### src/rtl/axi_lite_master_bridge_if.sv
// rtl/axi_lite_master_bridge_if.sv - core request/response and AXI4-Lite channel bundle for the bridge
interface axi_lite_master_bridge_if;
    logic        req_valid;
    logic        req_ready;
    logic        req_write;
    logic [31:0] req_addr;
    logic [31:0] req_wdata;
    logic [3:0]  req_wstrb;

    logic        resp_valid;
    logic [31:0] resp_rdata;
    logic        resp_err;

    logic [31:0] m_araddr;
    logic        m_arvalid;
    logic [2:0]  m_arprot;
    logic        m_arready;

    logic [31:0] m_rdata;
    logic [1:0]  m_rresp;
    logic        m_rvalid;
    logic        m_rready;

    logic [31:0] m_awaddr;
    logic        m_awvalid;
    logic [2:0]  m_awprot;
    logic        m_awready;

    logic [31:0] m_wdata;
    logic [3:0]  m_wstrb;
    logic        m_wvalid;
    logic        m_wready;

    logic [1:0]  m_bresp;
    logic        m_bvalid;
    logic        m_bready;

    modport master (
        input  req_valid, req_write, req_addr, req_wdata, req_wstrb,
        output req_ready, resp_valid, resp_rdata, resp_err,
        output m_araddr, m_arvalid, m_arprot,
        input  m_arready,
        input  m_rdata, m_rresp, m_rvalid,
        output m_rready,
        output m_awaddr, m_awvalid, m_awprot,
        input  m_awready,
        output m_wdata, m_wstrb, m_wvalid,
        input  m_wready,
        input  m_bresp, m_bvalid,
        output m_bready
    );

    modport slave (
        output req_valid, req_write, req_addr, req_wdata, req_wstrb,
        input  req_ready, resp_valid, resp_rdata, resp_err,
        input  m_araddr, m_arvalid, m_arprot,
        output m_arready,
        output m_rdata, m_rresp, m_rvalid,
        input  m_rready,
        input  m_awaddr, m_awvalid, m_awprot,
        output m_awready,
        input  m_wdata, m_wstrb, m_wvalid,
        output m_wready,
        output m_bresp, m_bvalid,
        input  m_bready
    );
endinterface

### src/rtl/axi_lite_master_bridge.sv
// rtl/axi_lite_master_bridge.sv - single-outstanding core MMIO to AXI4-Lite master bridge with timeout
module axi_lite_master_bridge #(
    parameter int unsigned TIMEOUT_CYCLES = 255
) (
    input  logic                     clk,
    input  logic                     rstn,
    axi_lite_master_bridge_if.master bus
);

    typedef enum logic [2:0] {
        IDLE    = 3'd0,
        RD_ADDR = 3'd1,
        RD_DATA = 3'd2,
        WR_REQ  = 3'd3,
        WR_RESP = 3'd4,
        RESP    = 3'd5
    } state_t;

    state_t      state;
    state_t      next_state;

    logic [31:0] addr_q;
    logic [31:0] wdata_q;
    logic [3:0]  wstrb_q;
    logic [31:0] rdata_q;
    logic        err_q;
    logic        aw_done;
    logic        w_done;
    logic [31:0] tmo_cnt;

    logic        accept;
    logic        busy;
    logic        timed_out;

    assign accept    = bus.req_valid && bus.req_ready;
    assign busy      = (state == RD_ADDR) || (state == RD_DATA) ||
                       (state == WR_REQ)  || (state == WR_RESP);
    assign timed_out = (TIMEOUT_CYCLES != 0) && (tmo_cnt == TIMEOUT_CYCLES);

    always_ff @(posedge clk) begin
        if (!rstn) begin
            state <= IDLE;
        end else begin
            state <= next_state;
        end
    end

    // A response arriving on the expiry cycle is taken in preference to the timeout.
    always_comb begin
        next_state = state;
        case (state)
            IDLE: begin
                if (accept) begin
                    next_state = bus.req_write ? WR_REQ : RD_ADDR;
                end
            end
            RD_ADDR: begin
                if (timed_out) begin
                    next_state = RESP;
                end else if (bus.m_arready) begin
                    next_state = RD_DATA;
                end
            end
            RD_DATA: begin
                if (bus.m_rvalid || timed_out) begin
                    next_state = RESP;
                end
            end
            WR_REQ: begin
                if (timed_out) begin
                    next_state = RESP;
                end else if ((aw_done || bus.m_awready) && (w_done || bus.m_wready)) begin
                    next_state = WR_RESP;
                end
            end
            WR_RESP: begin
                if (bus.m_bvalid || timed_out) begin
                    next_state = RESP;
                end
            end
            RESP:    next_state = IDLE;
            default: next_state = IDLE;
        endcase
    end

    // IDLE keeps rready/bready high so late responses after a timeout are drained silently.
    always_comb begin
        bus.req_ready  = (state == IDLE) && rstn;
        bus.m_araddr   = addr_q;
        bus.m_arvalid  = (state == RD_ADDR);
        bus.m_arprot   = 3'b000;
        bus.m_rready   = (state == RD_DATA) || ((state == IDLE) && rstn);
        bus.m_awaddr   = addr_q;
        bus.m_awvalid  = (state == WR_REQ) && !aw_done;
        bus.m_awprot   = 3'b000;
        bus.m_wdata    = wdata_q;
        bus.m_wstrb    = wstrb_q;
        bus.m_wvalid   = (state == WR_REQ) && !w_done;
        bus.m_bready   = (state == WR_RESP) || ((state == IDLE) && rstn);
        bus.resp_valid = (state == RESP);
        bus.resp_err   = (state == RESP) && err_q;
        bus.resp_rdata = (state == RESP) ? rdata_q : 32'h0;
    end

    always_ff @(posedge clk) begin
        if (!rstn) begin
            addr_q  <= 32'h0;
            wdata_q <= 32'h0;
            wstrb_q <= 4'h0;
            rdata_q <= 32'h0;
            err_q   <= 1'b0;
            aw_done <= 1'b0;
            w_done  <= 1'b0;
            tmo_cnt <= 32'h0;
        end else if (accept) begin
            addr_q  <= bus.req_addr;
            wdata_q <= bus.req_wdata;
            wstrb_q <= bus.req_wstrb;
            rdata_q <= 32'h0;
            err_q   <= 1'b0;
            aw_done <= 1'b0;
            w_done  <= 1'b0;
            tmo_cnt <= 32'h0;
        end else begin
            if (busy) begin
                tmo_cnt <= tmo_cnt + 32'd1;
            end
            if (bus.m_awvalid && bus.m_awready) begin
                aw_done <= 1'b1;
            end
            if (bus.m_wvalid && bus.m_wready) begin
                w_done <= 1'b1;
            end
            case (state)
                RD_DATA: begin
                    if (bus.m_rvalid) begin
                        err_q   <= (bus.m_rresp >= 2'b10);
                        rdata_q <= (bus.m_rresp >= 2'b10) ? 32'h0 : bus.m_rdata;
                    end else if (timed_out) begin
                        err_q   <= 1'b1;
                        rdata_q <= 32'h0;
                    end
                end
                WR_RESP: begin
                    if (bus.m_bvalid) begin
                        err_q <= (bus.m_bresp >= 2'b10);
                    end else if (timed_out) begin
                        err_q <= 1'b1;
                    end
                end
                RD_ADDR, WR_REQ: begin
                    if (timed_out) begin
                        err_q <= 1'b1;
                    end
                end
                default: ;
            endcase
        end
    end

endmodule
### src/flat_wrapper.sv
// flat-port wrapper written by rule: the top's interface ports become plain ports
module axi_lite_master_bridge_flat 
#(
    parameter int unsigned TIMEOUT_CYCLES = 255
)
  (clk, rstn, bus_req_valid, bus_req_write, bus_req_addr, bus_req_wdata, bus_req_wstrb, bus_req_ready, bus_resp_valid, bus_resp_rdata, bus_resp_err, bus_m_araddr, bus_m_arvalid, bus_m_arprot, bus_m_arready, bus_m_rdata, bus_m_rresp, bus_m_rvalid, bus_m_rready, bus_m_awaddr, bus_m_awvalid, bus_m_awprot, bus_m_awready, bus_m_wdata, bus_m_wstrb, bus_m_wvalid, bus_m_wready, bus_m_bresp, bus_m_bvalid, bus_m_bready);
  axi_lite_master_bridge_if bus_i ();
  input  logic clk;
  input  logic rstn;
  input wire logic [$bits(bus_i.req_valid)-1:0] bus_req_valid;
  input wire logic [$bits(bus_i.req_write)-1:0] bus_req_write;
  input wire logic [$bits(bus_i.req_addr)-1:0] bus_req_addr;
  input wire logic [$bits(bus_i.req_wdata)-1:0] bus_req_wdata;
  input wire logic [$bits(bus_i.req_wstrb)-1:0] bus_req_wstrb;
  output wire logic [$bits(bus_i.req_ready)-1:0] bus_req_ready;
  output wire logic [$bits(bus_i.resp_valid)-1:0] bus_resp_valid;
  output wire logic [$bits(bus_i.resp_rdata)-1:0] bus_resp_rdata;
  output wire logic [$bits(bus_i.resp_err)-1:0] bus_resp_err;
  output wire logic [$bits(bus_i.m_araddr)-1:0] bus_m_araddr;
  output wire logic [$bits(bus_i.m_arvalid)-1:0] bus_m_arvalid;
  output wire logic [$bits(bus_i.m_arprot)-1:0] bus_m_arprot;
  input wire logic [$bits(bus_i.m_arready)-1:0] bus_m_arready;
  input wire logic [$bits(bus_i.m_rdata)-1:0] bus_m_rdata;
  input wire logic [$bits(bus_i.m_rresp)-1:0] bus_m_rresp;
  input wire logic [$bits(bus_i.m_rvalid)-1:0] bus_m_rvalid;
  output wire logic [$bits(bus_i.m_rready)-1:0] bus_m_rready;
  output wire logic [$bits(bus_i.m_awaddr)-1:0] bus_m_awaddr;
  output wire logic [$bits(bus_i.m_awvalid)-1:0] bus_m_awvalid;
  output wire logic [$bits(bus_i.m_awprot)-1:0] bus_m_awprot;
  input wire logic [$bits(bus_i.m_awready)-1:0] bus_m_awready;
  output wire logic [$bits(bus_i.m_wdata)-1:0] bus_m_wdata;
  output wire logic [$bits(bus_i.m_wstrb)-1:0] bus_m_wstrb;
  output wire logic [$bits(bus_i.m_wvalid)-1:0] bus_m_wvalid;
  input wire logic [$bits(bus_i.m_wready)-1:0] bus_m_wready;
  input wire logic [$bits(bus_i.m_bresp)-1:0] bus_m_bresp;
  input wire logic [$bits(bus_i.m_bvalid)-1:0] bus_m_bvalid;
  output wire logic [$bits(bus_i.m_bready)-1:0] bus_m_bready;
  assign bus_i.req_valid = bus_req_valid;
  assign bus_i.req_write = bus_req_write;
  assign bus_i.req_addr = bus_req_addr;
  assign bus_i.req_wdata = bus_req_wdata;
  assign bus_i.req_wstrb = bus_req_wstrb;
  assign bus_req_ready = bus_i.req_ready;
  assign bus_resp_valid = bus_i.resp_valid;
  assign bus_resp_rdata = bus_i.resp_rdata;
  assign bus_resp_err = bus_i.resp_err;
  assign bus_m_araddr = bus_i.m_araddr;
  assign bus_m_arvalid = bus_i.m_arvalid;
  assign bus_m_arprot = bus_i.m_arprot;
  assign bus_i.m_arready = bus_m_arready;
  assign bus_i.m_rdata = bus_m_rdata;
  assign bus_i.m_rresp = bus_m_rresp;
  assign bus_i.m_rvalid = bus_m_rvalid;
  assign bus_m_rready = bus_i.m_rready;
  assign bus_m_awaddr = bus_i.m_awaddr;
  assign bus_m_awvalid = bus_i.m_awvalid;
  assign bus_m_awprot = bus_i.m_awprot;
  assign bus_i.m_awready = bus_m_awready;
  assign bus_m_wdata = bus_i.m_wdata;
  assign bus_m_wstrb = bus_i.m_wstrb;
  assign bus_m_wvalid = bus_i.m_wvalid;
  assign bus_i.m_wready = bus_m_wready;
  assign bus_i.m_bresp = bus_m_bresp;
  assign bus_i.m_bvalid = bus_m_bvalid;
  assign bus_m_bready = bus_i.m_bready;
  axi_lite_master_bridge #(.TIMEOUT_CYCLES(TIMEOUT_CYCLES)) u_core (.clk(clk), .rstn(rstn), .bus(bus_i));
endmodule
### config.mk
export PLATFORM = sky130hd
export DESIGN_NAME = axi_lite_master_bridge_flat
export DESIGN_NICKNAME = d
export VERILOG_FILES = /design/src/rtl/axi_lite_master_bridge_if.sv /design/src/rtl/axi_lite_master_bridge.sv /design/src/flat_wrapper.sv
export SDC_FILE = /design/constraint.sdc
export NUM_CORES = 1
export LEC_CHECK = 0
export CAP_MARGIN = 20
export CORE_ASPECT_RATIO = 0.9
export CORE_MARGIN = 2
export CORE_UTILIZATION = 43
export CTS_CLUSTER_DIAMETER = 150
export DETAILED_ROUTE_END_ITERATION = 10
export PLACE_DENSITY = 0.81
export SETUP_SLACK_MARGIN = 0.5
export SLEW_MARGIN = 20
export SYNTH_ARGS = -nofsm -noshare
export SYNTH_HDL_FRONTEND = slang
export SYNTH_SLANG_ARGS = --single-unit
### constraint.sdc
create_clock -name clk -period 2.5 [get_ports clk]
set_clock_uncertainty 0.1 [all_clocks]
set_input_delay 0.25 -clock clk [delete_from_list [all_inputs] [get_ports clk]]
set_output_delay 0.25 -clock clk [all_outputs]
set_load 0.1 [all_outputs]
* Word level (Yosys, flattened, before mapping)
Index checks and enable logic that the tools add are counted.
** Word-level totals
- Register bits :: 138
- Output and inout port bits :: 146
- Word-level logic and storage cells :: 67
- Bits of input ports :: 113
** Cells by class
- $add $sub $neg :: 1
- Bitwise operators :: 1
- Equality and inequality tests :: 11
- Reduce and logical (&&, ||, !) cells :: 26
- Magnitude comparators :: 2
- Muxes and demuxes :: 17
** Operators with widths (count)
- $mux 32 :: 4
- $add 32x1->32 const B :: 1
- $eq 32x8->1 const B :: 1
- $mux 3 :: 7
- $pmux 3 s5 :: 1
- $logic_or 1x1->1 :: 9
- $logic_and 1x1->1 :: 8
- $eq 3x2->1 const B :: 2
- $eq 3x3->1 const B :: 2
- $ne 3x1->1 const B :: 2
- $reduce_and 5->1 :: 1
- $ge 2x2->1 const B :: 2
- $ne 2x1->1 const B :: 2
- $reduce_or 2->1 :: 2
- $eq 3x1->1 const B :: 1
- $logic_not 3->1 :: 1
- $mux 1 :: 3
- $pmux 1 s3 :: 1
- $reduce_bool 3->1 :: 1
- $logic_not 1->1 :: 2
- $mux 2 :: 1
- $ne 2x2->1 const B :: 1
- $reduce_and 2->1 :: 1
- $reduce_bool 2->1 :: 1
- $not 1->1 :: 1

* Logic depth before layout (Yosys ltp)
Gate-level depths: netlist (run 1).
- Depth in word-level cells :: 5
- Depth in mapped cells :: 9
- Gate-level depth less buffers :: 6

* Worst setup path before layout (run 1)
OpenSTA, ideal clock, no wires.
- Kind :: flip-flop to flip-flop
- From :: reg u_core.state[2]
- To :: reg u_core.state[1]
- Setup time :: 116 ps
- Buffers on the path :: 1
- Setup slack :: -1183 ps
- Required time :: 2284 ps
- Arrival :: 3468 ps
- Clock period less this slack :: 3683 ps
- Stages on the path, launching flop included :: 7
- Path through :: dfxtp_1 -> clkbuf_1 -> nor3b_1 -> nand2b_1 -> a32oi_1 -> o21ai_0 -> and3_1
** Between the ends
- Elaborated cells between the ends (all ways) :: 14
** RTL lines
- start, declared :: RTL line axi_lite_master_bridge.sv:19 : state_t state;
- start signal, assigned :: RTL line axi_lite_master_bridge.sv:44 : state <= next_state;
- $eq 3x1->1 *
- net bus_m_arvalid :: RTL line flat_wrapper.sv:20 : output wire logic [$bits(bus_i.m_arvalid)-1:0] bus_m_arvalid;
- $ne 3x1->1 (no line)
- $reduce_and 5->1 (no line)
Mark *: on every way through the listed nets, which the timed path passes. The rest lies on a longest branch.
A chain may end at the register's enable or synchronous reset.

* Final worst setup path (run 1)
- From :: reg u_core.tmo_cnt[12]
- To :: reg u_core.rdata_q[31]
** Between the ends
- Longest elaborated chain between the ends :: 3
** Ends and longest elaborated chain
- start, declared :: RTL line axi_lite_master_bridge.sv:29 : logic [31:0] tmo_cnt;
- start signal, assigned :: RTL line axi_lite_master_bridge.sv:126 : tmo_cnt <= tmo_cnt + 32'd1;
- $eq 32x8->1 :: RTL line axi_lite_master_bridge.sv:38 : assign timed_out = (TIMEOUT_CYCLES != 0) && (tmo_cnt == TIMEOUT_CYCLES);
- $reduce_bool 2->1 (no line)
- $reduce_and 2->1 (no line)
- end signal, assigned :: RTL line axi_lite_master_bridge.sv:138 : rdata_q <= (bus.m_rresp >= 2'b10) ? 32'h0 : bus.m_rdata;
- end, declared :: RTL line axi_lite_master_bridge.sv:25 : logic [31:0] rdata_q;
Every way passes these cells.

==> results of run 1 <==
## synthesized netlist by cell type (3+ instances only)
| library cell | instances | area (um^2) |
|---|---|---|
| o21ai_0 | 82 | 410 |
| buf_4 | 42 | 315 |
| nand2_1 | 213 | 800 |
| a21oi_1 | 13 | 65.1 |
| buf_2 | 8 | 40.0 |
| nand3_1 | 10 | 50.1 |
| nor4_1 | 11 | 68.8 |
| mux2i_1 | 33 | 330 |
| clkbuf_1 | 35 | 131 |
| dfxtp_1 | 138 | 2760 |
| and2_1 | 37 | 231 |
| or3_1 | 10 | 62.6 |
| inv_1 | 7 | 26.3 |
| nor3_1 | 6 | 30.0 |
| and3_1 | 10 | 62.6 |
| a31oi_1 | 4 | 25.0 |
| nor2_1 | 32 | 120 |
| nor3b_1 | 3 | 22.5 |
| xnor2_1 | 17 | 149 |
| xor2_1 | 4 | 35.0 |
## logic make-up after synthesis
group / synth area share [%]
other: 0.0620
AND/OR/NAND/NOR: 26.7
AO/OA/AOI/OAI: 10.2
adder cells (fa/ha/maj): 0.207
XOR/XNOR: 3.04
multiplexers: 5.46
buffers and inverters: 8.61
flip-flops: 45.7
## worst paths after layout
path	start	end	slack [ns]
max	u_core.tmo_cnt[12]$_SDFFE_PP0P_	u_core.rdata_q[31]$_SDFFE_PP0P_	0.44
min	rstn	u_core.state[0]$_SDFFE_PN0P_	0.05
max reg2reg	u_core.tmo_cnt[12]$_SDFFE_PP0P_	u_core.rdata_q[31]$_SDFFE_PP0P_	0.44
min reg2reg	u_core.bus.m_wstrb[2]$_SDFFE_PN0P_	u_core.bus.m_wstrb[2]$_SDFFE_PN0P_	0.36
## cells in the final DEF (no fill, tap or decap), types with 7 or more instances in the layout
cell             count
nor2_1              29
nand3_1              9
and3_4               7
nand2_1            213
dfxtp_2             12
buf_12              41
a21oi_1             12
nor4_1               8
buf_6                9
o21ai_0             82
and3_1               8
clkbuf_16           17
or3_1                9
buf_4              127
clkdlybuf4s50_1    109
and2_4              29
mux2i_1             33
xnor2_1             16
dfxtp_1            121
## metal layers
layer / wire length [um] / share of wire [%] / global-route usage, %
met2: 8990 / 50 / 39.1
met5: 0 / 0 / 0
met1: 7420 / 41 / 28.1
met3: 1290 / 7.1 / 7.79
met4: 423 / 2.3 / 9.28
## final cells by class
class	instances	area, um^2	area share (%)
clock buffers	23	468	4.81
inverters	7	30.0	0.309
well taps	193	241	2.48
flip-flops and latches	138	2800	28.7
multi-input cells	530	3070	31.5
clock inverters	8	95.1	0.977
repair inverters	1	7.51	0.0772
repair buffers	289	3030	31.1
## report_power, final
| part | switching, W | internal, W |
|---|---|---|
| logic | 0.00381 | 0.00122 |
| registers | 0.000242 | 0.00251 |
| clock network | 0.000913 | 0.00151 |
## registers in the layout, summed over array words and instances, names as in the netlist
name                 cells
u_core.aw_done           1
u_core.bus.m_araddr     32
u_core.bus.m_wdata      32
u_core.bus.m_wstrb       4
u_core.err_q             1
u_core.rdata_q          32
u_core.state             3
u_core.tmo_cnt          32
u_core.w_done            1
## per-stage QoR
stage | std cells | cell area [um^2] | total power (W)
after floorplan | 757 | 6180 | 0.00655
after global placement | 1127 | 8670 | 0.00741
after detailed placement | 1127 | 8670 | 0.00744
after CTS | 1185 | 9600 | 0.0101
after global routing | 1189 | 9730 | 0.0106
final | 1189 | 9730 | 0.0102
## worst min-delay path: stages
cell	delay (ns)
buf_2	0.15
nand2_1	0.07
o32ai_1	0.05
## timing repair
| item | 4_1_cts | 5_1_grt |
|---|---|---|
| gates resized for setup | 48 | 33 |
| setup buffers | 18 | 4 |
| pin swaps | 14 | 21 |
| cloned | 9 | 0 |
| endpoints found under the setup margin | 99 | 64 |
==> run_results.csv, run 1 <==
group,metric,value,unit
critical_path,max_stage_delay,0.32,ns
timing,fin_crit_sh,82.4,%
min_path,hold_path_class,"in -> reg",
clocking,root_buffer,"clkbuf_16",
global_route,grt_use_total,23.4,%
yosys,yosys_warnings,0,
die,dieArea,15000,um^2
global_route,grt_max_degree,69,
final_layout,drive_above_1_share,29.7,%
yosys,synth_edf_count,0,
timing,drv_slew,0,
critical_path,crit_family,"simple AND/OR/NAND/NOR gates",
yosys,syn_area_per_cell,8.04,um^2
yosys,postSynth.asyncResetShare,0,%
critical_path,cp_data_required_time,2.70,ns
final_layout,nFillCells,1039,
clocking,numClockSinks,138,
pwr,power_density,1050,nW/um^2
global_route,grt_overflow_total,0,
clocking,cts_tree,"done",
detailed_routing,avgViaCountPerCell,4.92,
critical_path,crit_top_cell,"buf_6",
placement,numPortBuffers,250,
critical_path,endpoint_kind,"register",
clocking,hold_buffers,0,
timing,holdWs,0.0484,ns
yosys,ys_seq_area_share,45.7,%
critical_path,cp_max_fo,8,
die,die_w,129,um
timing,finalSetupTns,0,ns
die,start_util,43.5,%
placement,gp_congestion,0.820,
timing,setup_viol,0,
yosys,syn_area,6050,um^2
final_layout,syn2layout_area_growth,60.9,%
critical_path,cp.depth,9,
clocking,clk_latency,0.42,ns
final_layout,final_core_util,70.0,%
status,status,"finished, final reports clean",
critical_path,reg2reg_depth,9,
yosys,synth.ff_latch_count,138,
global_route,grt_pass1_wl,27300,um
final_layout,finalNetCount,1098,
detailed_routing,drt_wl_total,18100,um
pwr,peakVddDrop,899,uV
clocking,path_clk_slew,0.06,ns
clocking,numCtsBuffers,17,
critical_path,cp_num_buf_inv,4,
timing,max_slew_margin,53.9,%
timing,postLayoutSetupSlackWorst,0.440,ns
detailed_routing,post_drt_wl_per_cell,15.2,um
critical_path,crit_chain,"buf_6 -> nor4_4 -> and4_4 -> and3_4 -> o211ai_1 -> buf_4 -> buf_6 -> buf_12 -> mux2i_1",
timing,period_needed,2.06,ns
die,row_count,41,
placement,pre_cts_ws,0.213,ns
clocking,ctsHtreeMaxLevel,4,
detailed_routing,drtIter0Drc,374,
critical_path,crit_type,"reg -> reg",
die,coreArea,13900,um^2
placement,dp_hpwl,11400,um
yosys,synth_cell_types,46,
die,ios,259,
die,die_h,117,um
global_route,grt_pass1_vias,5366,
yosys,synth_cells,752,
pwr,total_leakage_power,4.02,nW
timing,hold_viol,0,
detailed_routing,antenna_left,0,
detailed_routing,vias,5846,
critical_path,cp.arrival,2.26,ns
timing,tightest_slew,0.692,ns
critical_path,critPathLaunchType,"register",
min_path,worstHoldPathCells,3,
timing,fmax,486,MHz
timing,rsz0062_at_grt,"true",
yosys,ys.flop_type,"dfxtp_1",
job,maxCapViolations,0,
global_route,antenna_found_initial,0,
final_layout,diodes,0,
detailed_routing,drcViolationCount,0,
detailed_routing,firstDrtPassIters,4,
critical_path,slowest_stage,"dfxtp_2",
clocking,clockBufferDepth,2,
No activity file was read; power rests on OpenSTA's default activity.
==> run 2: changes to the inputs <==
--- a/config.mk
+++ b/config.mk
@@ -8,10 +8,10 @@
 export CAP_MARGIN = 20
 export CORE_ASPECT_RATIO = 0.9
 export CORE_MARGIN = 2
-export CORE_UTILIZATION = 43
+export CORE_UTILIZATION = 39
 export CTS_CLUSTER_DIAMETER = 150
 export DETAILED_ROUTE_END_ITERATION = 10
-export PLACE_DENSITY = 0.81
+export PLACE_DENSITY = 0.78
 export SETUP_SLACK_MARGIN = 0.5
 export SLEW_MARGIN = 20
 export SYNTH_ARGS = -nofsm -noshare
==> constraint.sdc (replaced) <==
create_clock -name clk -period 1.85 [get_ports clk]
set_clock_uncertainty 0.1 [all_clocks]
set_input_delay 0.185 -clock clk [delete_from_list [all_inputs] [get_ports clk]]
set_output_delay 0.185 -clock clk [all_outputs]
set_load 0.1 [all_outputs]
==> run 2 against run 1 <==
- the flow now finishes with violations (negative setup slack)
- register-to-register slack got worse by 0.65 ns
- combinational power rose by 91%
- hold slack better by 0.17 ns
- critical path depth down 3
- power increased by 67%
- final area increased by 30%
- non-clock buffer count is 95 higher
- sequential share of layout area fell by 6.3 points
- core utilization grew 13 points
- first-iteration DRC count is 1.3% lower
- critical endpoint is now u_core.tmo_cnt[25]$_SDFFE_PP0P_
- largest cell class is now non-clock buffers
==> run_results.csv, run 2 (same netlist as run 1, synthesis figures left out) <==
group,metric,value,unit
global_route,grt_util_met3,8.91,%
final_layout,finalNetCount,1187,
min_path,min-delay-start,"bus_m_rdata[12]",
job,maxCapViolations,0,
timing,rsz0062_at_grt,"true",
die,dieArea,16500,um^2
timing,hold_viol,0,
die,row_count,43,
global_route,grt_use_met1,28.8,%
clocking,path_clk_slew,0.06,ns
die,ios,259,
pwr,total_leakage_power,5.28,nW
global_route,antenna_found_initial,2,
global_route,grt_overflow_total,0,
critical_path,crit_chain,"o21ai_1 -> buf_4 -> nand3_2 -> or4_4 -> or3_1 -> a21oi_1",
final_layout,layout_commonest_cell,"nand2_1",
clocking,clockBufferDepth,2,
placement,numPortBuffers,250,
timing,period_needed,2.06,ns
clocking,numCtsBuffers,17,
detailed_routing,post_drt_wl_per_cell,21.7,um
global_route,grt_pass1_vias,6140,
final_layout,drive_above_1_share,53.5,%
detailed_routing,drcViolationCount,0,
detailed_routing,drtIter0Drc,369,
critical_path,cp.arrival,2.31,ns
detailed_routing,vias,6984,
critical_path,cp_max_fo,9,
critical_path,endpoint_kind,"register",
timing,fmax,486,MHz
critical_path,cp_data_required_time,2.10,ns
critical_path,ff2ff_setup_slack,-0.21,ns
critical_path,max_stage_delay,0.50,ns
pwr,peakVddDrop,1250,uV
final_layout,syn2layout_area_growth,109,%
status,violations,"negative setup slack",
global_route,grt_use_total,24.8,%
detailed_routing,antenna_left,0,
status,status,"finished, violations left",
clocking,root_buffer,"clkbuf_16",
clocking,cts_tree,"done",
die,die_h,122,um
clocking,ctsHtreeMaxLevel,4,
timing,setup_viol,141,
final_layout,fin_area,12600,um^2
pwr,power_density,1350,nW/um^2
min_path,hold_end,"u_core.rdata_q[12]$_SDFFE_PP0P_",
critical_path,cp.depth,6,
final_layout,mostFrequentLayoutCells,"nand2_1 (153), buf_6 (116), clkdlybuf4s50_1 (109)",
global_route,grt_use_met2,42.9,%
critical_path,crit_type,"reg -> reg",
critical_path,crit_start,"u_core.state[0]$_SDFFE_PN0P_",
min_path,worstHoldPathCells,3,
critical_path,slowest_stage,"or4_4",
timing,drv_slew,0,
die,start_util,39.6,%
detailed_routing,drt_wl_total,28000,um
timing,holdWs,0.215,ns
detailed_routing,avgViaCountPerCell,5.42,
critical_path,reg2reg_depth,6,
global_route,grt_max_degree,36,
clocking,numClockSinks,138,
timing,postLayoutSetupSlackWorst,-0.207,ns
critical_path,crit_family,"simple AND/OR/NAND/NOR gates",
placement,gp_congestion,0.848,
placement,postPlaceCellArea,9240,um^2
detailed_routing,firstDrtPassIters,5,
timing,fin_crit_sh,111,%
critical_path,cp_num_buf_inv,1,
die,die_w,135,um
critical_path,reg2reg_from,"u_core.state[0]$_SDFFE_PN0P_",
die,coreArea,15300,um^2
global_route,grt_busiest_layer,"met2",
critical_path,critPathLaunchType,"register",
critical_path,r2r_end,"u_core.tmo_cnt[25]$_SDFFE_PP0P_",
placement,dp_hpwl,12300,um
min_path,hold_path_class,"in -> reg",
clocking,clk_latency,0.42,ns
global_route,grt_pass1_wl,31800,um
timing,finalSetupTns,-13.30,ns
-- run 2: changes by cell type in the layout (fill, tap and decap cells not counted), moves of 33 or more --
cell and change:
o21ai_0 -70, dfxtp_1 -33, nand2_1 -60, buf_4 -77, o21ai_2 +49, nand2_2 +35, dfxtp_2 +35, buf_6 +107
-- run 2: repair_timing --
item,CTS,global route
hold buffers,1,0
buffers inserted,31,15
resized for setup,75,319
pin swaps,18,71
hold endpoints to repair,2,0
cloned,21,13
endpoints found under the setup margin,231,265
-- run 2: layout make-up --
class / count / area [um^2]
Clock inverter: 11 / 134
Inverter: 7 / 31.3
Clock buffer: 20 / 468
Fill cell: 704 / 2640
Sequential cell: 138 / 2830
Antenna cell: 2 / 5.00
Timing Repair Buffer: 384 / 5070
Multi-Input combinational cell: 525 / 3840
Tap cell: 202 / 253
-- run 2: power by group --
| group | leakage [nW] | internal [W] | switching, W |
|---|---|---|---|
| sequential | 1.15 | 0.00342 | 0.000442 |
| combinational | 3.85 | 0.00347 | 0.00614 |
| clock | 0.281 | 0.00211 | 0.00141 |
-- run 2: worst min-delay path: cells and delay by family --
family / cells / cell delay [ns]
muxes: 1 / 0.05
buffers and inverters: 1 / 0.39
and+or+nand+nor: 1 / 0.05
-- run 2: how the worst max path moves through the flow --
stage | to | slack [ns]
global placement | u_core.rdata_q[25]$_SDFFE_PP0P_ | -0.10
global route | u_core.tmo_cnt[29]$_SDFFE_PP0P_ | -0.25
floorplan | u_core.state[1]$_SDFFE_PN0P_ | -0.25
CTS | bus_req_ready | -0.13
detailed placement | u_core.rdata_q[18]$_SDFFE_PP0P_ | -0.16
finish | u_core.tmo_cnt[25]$_SDFFE_PP0P_ | -0.21
-- run 2: per-stage QoR --
stage,instances,util (%),total power [W],setup slack [ns]
finish,1289,82.7,0.0170,-0.207
detailed placement,1175,60.5,0.0106,-0.162
global route,1289,82.7,0.0174,-0.249
global placement,1175,60.5,0.0105,-0.102
CTS,1259,72.2,0.0153,-0.134
floorplan,757,-,0.00925,-0.255
-- run 2: metal layers --
| layer | vias up | wire (um) |
|---|---|---|
| met2 | 367 | 14600 |
| met5 | - | 0 |
| met3 | 100 | 2130 |
| met4 | 0 | 1310 |
| li1 | 3105 | - |
| met1 | 3412 | 10000 |
==> run 3: changes to the inputs <==
--- a/config.mk
+++ b/config.mk
@@ -10,6 +10,7 @@
 export CORE_MARGIN = 2
 export CORE_UTILIZATION = 39
 export CTS_CLUSTER_DIAMETER = 150
+export CTS_CLUSTER_SIZE = 25
 export DETAILED_ROUTE_END_ITERATION = 10
 export PLACE_DENSITY = 0.78
 export SETUP_SLACK_MARGIN = 0.5
==> results of run 3 <==
Final layout, timing and power as in run 2 (identical DEF).
